$ cat src/rtl/vga_scan_driver.sv
// VGA scan driver: raster counters, sync/blank decode and an 8-entry palette.
// Sync and blank are delayed so they line up with the renderer's colour data.
module vga_scan_driver #(
  parameter int H_ACTIVE   = 640,
  parameter int H_FP       = 16,
  parameter int H_SYNC     = 96,
  parameter int H_BP       = 48,
  parameter int V_ACTIVE   = 480,
  parameter int V_FP       = 10,
  parameter int V_SYNC     = 2,
  parameter int V_BP       = 33,
  parameter int RENDER_LAT = 0
) (
  input  logic       i_Clk,
  input  logic       i_Reset,
  output logic [9:0] o_n_PixelPos_X,
  output logic [9:0] o_n_PixelPos_Y,
  input  logic [2:0] i_pixelState,
  output logic [7:0] o_Red,
  output logic [7:0] o_Green,
  output logic [7:0] o_Blue,
  output logic       o_hSync,
  output logic       o_vSync,
  output logic       o_Blank,
  output logic       o_FrameStart
);

  localparam logic [9:0] HLast      = 10'(H_ACTIVE + H_FP + H_SYNC + H_BP - 1);
  localparam logic [9:0] VLast      = 10'(V_ACTIVE + V_FP + V_SYNC + V_BP - 1);
  localparam logic [9:0] HActive    = 10'(H_ACTIVE);
  localparam logic [9:0] VActive    = 10'(V_ACTIVE);
  localparam logic [9:0] HSyncStart = 10'(H_ACTIVE + H_FP);
  localparam logic [9:0] HSyncEnd   = 10'(H_ACTIVE + H_FP + H_SYNC);
  localparam logic [9:0] VSyncStart = 10'(V_ACTIVE + V_FP);
  localparam logic [9:0] VSyncEnd   = 10'(V_ACTIVE + V_FP + V_SYNC);

  logic [9:0] xCount_q, xCount_d;
  logic [9:0] yCount_q, yCount_d;

  always_comb begin
    xCount_d = xCount_q + 10'd1;
    yCount_d = yCount_q;
    if (xCount_q == HLast) begin
      xCount_d = '0;
      yCount_d = (yCount_q == VLast) ? '0 : yCount_q + 10'd1;
    end
  end

  always_ff @(posedge i_Clk) begin
    if (i_Reset) begin
      xCount_q <= '0;
      yCount_q <= '0;
    end else begin
      xCount_q <= xCount_d;
      yCount_q <= yCount_d;
    end
  end

  // Timing bundle {blank, hSync, vSync}; the all-ones value is the idle state.
  logic [2:0] timing_c;
  logic [2:0] timingTap;

  assign timing_c = {
    (xCount_q >= HActive) || (yCount_q >= VActive),
    !((xCount_q >= HSyncStart) && (xCount_q < HSyncEnd)),
    !((yCount_q >= VSyncStart) && (yCount_q < VSyncEnd))
  };

  generate
    if (RENDER_LAT == 0) begin : gNoDelay
      assign timingTap = timing_c;
    end else begin : gDelay
      logic [2:0] stage_q [RENDER_LAT];
      always_ff @(posedge i_Clk) begin
        if (i_Reset) begin
          for (int i = 0; i < RENDER_LAT; i++) stage_q[i] <= 3'b111;
        end else begin
          stage_q[0] <= timing_c;
          for (int i = 1; i < RENDER_LAT; i++) stage_q[i] <= stage_q[i-1];
        end
      end
      assign timingTap = stage_q[RENDER_LAT-1];
    end
  endgenerate

  logic [23:0] rgb_d, rgb_q;
  logic        blank_q, hSync_q, vSync_q;

  always_comb begin
    rgb_d = 24'h000000;
    if (!timingTap[2]) begin
      case (i_pixelState)
        3'd0: rgb_d = 24'h000000;
        3'd1: rgb_d = 24'hFFFFFF;
        3'd2: rgb_d = 24'hFF0000;
        3'd3: rgb_d = 24'hFFFF00;
        3'd4: rgb_d = 24'h00FFFF;
        3'd5: rgb_d = 24'h00FF00;
        3'd6: rgb_d = 24'h0000FF;
        default: rgb_d = 24'hFF00FF;
      endcase
    end
  end

  always_ff @(posedge i_Clk) begin
    if (i_Reset) begin
      rgb_q   <= '0;
      blank_q <= 1'b1;
      hSync_q <= 1'b1;
      vSync_q <= 1'b1;
    end else begin
      rgb_q   <= rgb_d;
      blank_q <= timingTap[2];
      hSync_q <= timingTap[1];
      vSync_q <= timingTap[0];
    end
  end

  assign o_n_PixelPos_X = xCount_q;
  assign o_n_PixelPos_Y = yCount_q;
  assign o_FrameStart   = (xCount_q == 10'd0) && (yCount_q == 10'd0);
  assign o_Red          = rgb_q[23:16];
  assign o_Green        = rgb_q[15:8];
  assign o_Blue         = rgb_q[7:0];
  assign o_Blank        = blank_q;
  assign o_hSync        = hSync_q;
  assign o_vSync        = vSync_q;

endmodule
$ cat config.mk
export PLATFORM = sky130hd
export DESIGN_NAME = vga_scan_driver
export DESIGN_NICKNAME = d
export VERILOG_FILES = /design/src/rtl/vga_scan_driver.sv
export SDC_FILE = /design/constraint.sdc
export NUM_CORES = 1
export LEC_CHECK = 0
export CELL_PAD_IN_SITES_DETAIL_PLACEMENT = 2
export CELL_PAD_IN_SITES_GLOBAL_PLACEMENT = 2
export CORE_MARGIN = 2
export CORE_UTILIZATION = 25
export DETAILED_ROUTE_END_ITERATION = 8
export PLACE_DENSITY = 0.87
export SETUP_SLACK_MARGIN = 0.4
export SYNTH_ARGS = -nofsm -noshare
export SYNTH_HDL_FRONTEND = slang
export SYNTH_SLANG_ARGS = --single-unit
$ cat constraint.sdc
create_clock -name i_Clk -period 2.2 [get_ports i_Clk]
set_clock_uncertainty 0.05 [all_clocks]
set_input_delay 0.22 -clock i_Clk [delete_from_list [all_inputs] [get_ports i_Clk]]
set_output_delay 0.22 -clock i_Clk [all_outputs]
set_load 0.02 [all_outputs]
==> metrics.md <==
| Metric | Value |
|---|---|
| Clock Pin Slew Worst Setup and Hold Paths | roughly 0.10 ns |
| Area leader, netlist | dfxtp_1 |
| Core area | around 5500 µm² |
| CTS Buf Count | 3 |
| Yosys warnings | 0 |
| Syn Inst Count | 168 |
| CTS tree | yes |
| ANT nets after route | 0 |
| Fin nets | 226 |
| Power per Cell Area | 464 nW/µm² |
| Final setup slack of the worst path | 0.362 ns |
| Power Internal | slightly above 0.0007 W |
| Mapped Area | 1430 µm² |
| Chip width | between 70 and 80 µm |
| Rows | 27 |
| Seq/Total Area, Yosys | 36.4% |
| GRT Util Overall | 13.8% |
| Worst Path Arrival | 1.57 ns |
| Max frequency | 544 MHz |
| Setup CP Type | reg -> out |
| # IOs | 53 |
| DRC viols | 0 |
| Number of flops mapped to enable cells by yosys | 0 |
| Dpl ws | 0.0460 ns |
| Worst Hold Slack | 0.426 ns |
| 1st-iter DRT viols | 41 |
| Clock Latency Late Sink | 0.28 ns |
| Layout cells sized above 1 | 24.5% |
| Post-synthesis mux area share | 0% |
| Grt total ovfl | 0 |
| Initial Utilization | 26.0% |
| Tmin final | 1.84 ns |
| Final Non-Filler Cells | roughly 290 |
| CP max FO | 3 |
| Wire per inst | roughly 16 µm |
| Number of diodes | 0 |
| RSZ-0062 raised after global routing | true |
| Vias | 1378 |
| Sw Pwr | 0.000269 W |
| Post-Synth XOR/XNOR Area | 6.74% |
| FF+latch count, synth | 26 |
| Count leader, synth | dfxtp_1 |
| Endpoints failing hold | 0 |
| Post-CTS Hold Buffers | 0 |
| Net count of the mapped netlist | roughly 180 |
| Worst hold path type | reg -> reg |
| Top cells by area, synth | dfxtp_1, buf_4, nor2_1, nand3_1, xor2_1 |
| H-tree depth | 1 |
| Compound-Gate Fraction of Synth Area | 7.26% |
| PortBufs | 52 |
| Share of the clock period used by the worst path | 83.6% |
| Run status | complete, no violations |
| Slew Limit Fails | 0 |
| Root buf cell | clkbuf_8 |
| DP HPWL | about 3100 µm |
| Max-Cap Viols | 0 |
| Syn avg cell area | ~8.5 µm² |
| Ys flop type | dfxtp_1 |
| Drt pass-1 iters | 4 |
| Synth async-reset ratio | 0% |
| Leak pwr | 0.796 nW |
| Chip height | 79.6 µm |
| Post-synth top cells | dfxtp_1, buf_4, nor2_1 |
| Die area | between 6000 and 7000 µm² |
| Sequential share of power | 49.6% |
| Vias in the first global route | 1373 |
| RePlAce Congestion | 0.802 |
| CTS Sinks | 26 |
| Setup Viol. Count Final | 0 |
| Worst relative slew slack | 74.1% |
| Combinational family with the most area after synthesis | simple AND/OR/NAND/NOR gates |
| Largest net degree at the start of global routing | 15 |
| Switch share | around 27% |
| Crit path capture type | primary output |
| Final WL | 4670 µm |
| Setup TNS | 0 ns |
| Initial antenna violation count | 0 |
| CP Data Required Time | 1.93 ns |
| Least-Margin Pin Slew | slightly below 0.4 ns |
| Top cell type's share of synthesized area | 36.4% |
| Placed insts | 276 |
| First-pass GRT wire length | between 6000 and 7000 µm |
| Post-synthesis adder-cell area fraction | 3.50% |
| Worst vdd ir | about 0.36 mV |
| Gate power share | 18.3% |
| Simple-gate share of the synthesized area | 28.9% |
| Mean number of vias per cell | between 4 and 5 |
| Power Total | 0.000996 W |
| Cell variety after synth | 36 |
| Power share of the clock group | about a third |
| Longest Clk Path Bufs | 2 |
| Critical Path Start Type | flop |
| Layout Area Growth over Synthesis | 50.1% |
kinds of logic after synthesis:
family / Yosys count
simple gates: 72
buf+inv: 36
flops: 26
compound gates: 19
xor+xnor: 11
fa+ha+maj: 4
power groups by stage:
stage	logic (W)	registers, W	clock network, W
after floorplan	0.000112	0.000515	0
after global placement	0.000178	0.000504	0
after detailed placement	0.000180	0.000505	0
after CTS	0.000181	0.000495	0.000332
after global routing	0.000195	0.000496	0.000353
final	0.000182	0.000493	0.000320
registers in the layout, summed over array words and instances, names as in the netlist:
| name | flops |
|---|---|
| o_n_PixelPos_X | 10 |
| o_n_PixelPos_Y | 10 |
| rgb_q | 3 |
| o_Blank | 1 |
| o_hSync | 1 |
| o_vSync | 1 |
through the flow:
stage          instance area [µm²]  utilization [%]
4_1_cts                       2040             37.1
2_1_floorplan                 1440                -
6_report                      2150             39.0
3_3_place_gp                  1920             34.9
5_1_grt                       2150             39.0
3_5_place_dp                  1920             34.9
critical path, stage by stage, from the launching register on:
cell and delay, ns:
dfxtp_1 0.35, nor4_2 0.33, nand4_1 0.16, nor4_2 0.27
buf_4 0.19
cell usage in the layout, fill, tap and decap left out, types with 2 or more instances in the layout:
cell,count
a21oi_1,6
a21oi_2,3
and3_1,2
buf_4,20
clkbuf_8,4
clkdlybuf4s50_1,51
dfxtp_1,20
dfxtp_2,4
dfxtp_4,2
ha_1,2
ha_4,2
inv_1,6
nand2_1,8
nand3_1,11
nand4_1,5
nor2_1,18
nor3_1,2
nor4_2,3
o21ai_0,7
or3_1,3
or3_4,3
xnor2_1,5
xor2_1,6
area by class of cell:
cell class / instances / area (µm²)
clock buffer: 4 / 55.1
fill: 605 / 3360
inverter: 8 / 32.5
multi-input combinational: 107 / 776
sequential: 26 / 533
tap: 72 / 90.1
timing repair buffer: 71 / 661
metal layers:
layer / global-route usage, % / up-vias / part of all wire, %
li1: - / 653 / -
met5: 0 / - / 0
met2: 25.1 / 36 / 51
met4: 2.59 / 0 / 0.34
met3: 3.05 / 2 / 3.5
met1: 16.6 / 687 / 45
path summary, 6_finish.rpt:
check / start / to / slack (ns) / depth (start not counted)
setup / recovery: o_n_PixelPos_Y[2]$_SDFFE_PP0N_ / o_FrameStart / 0.36 / 4
hold / removal: o_n_PixelPos_X[0]$_SDFF_PP0_ / o_n_PixelPos_X[0]$_SDFF_PP0_ / 0.43 / 1
setup reg to reg: o_n_PixelPos_X[5]$_SDFF_PP0_ / o_n_PixelPos_Y[2]$_SDFFE_PP0N_ / 0.48 / 6
hold reg to reg: o_n_PixelPos_X[0]$_SDFF_PP0_ / o_n_PixelPos_X[0]$_SDFF_PP0_ / 0.43 / 1
timing repair:
item | CTS | global route
buffers inserted | 2 | 5
gates resized for setup | 13 | 22
endpoints found under the hold margin | 0 | 0
endpoints found under the setup margin | 16 | 11
pin swaps | 3 | 8
gates cloned | 1 | 0
Note: power is estimated with default switching activity, not from simulation.
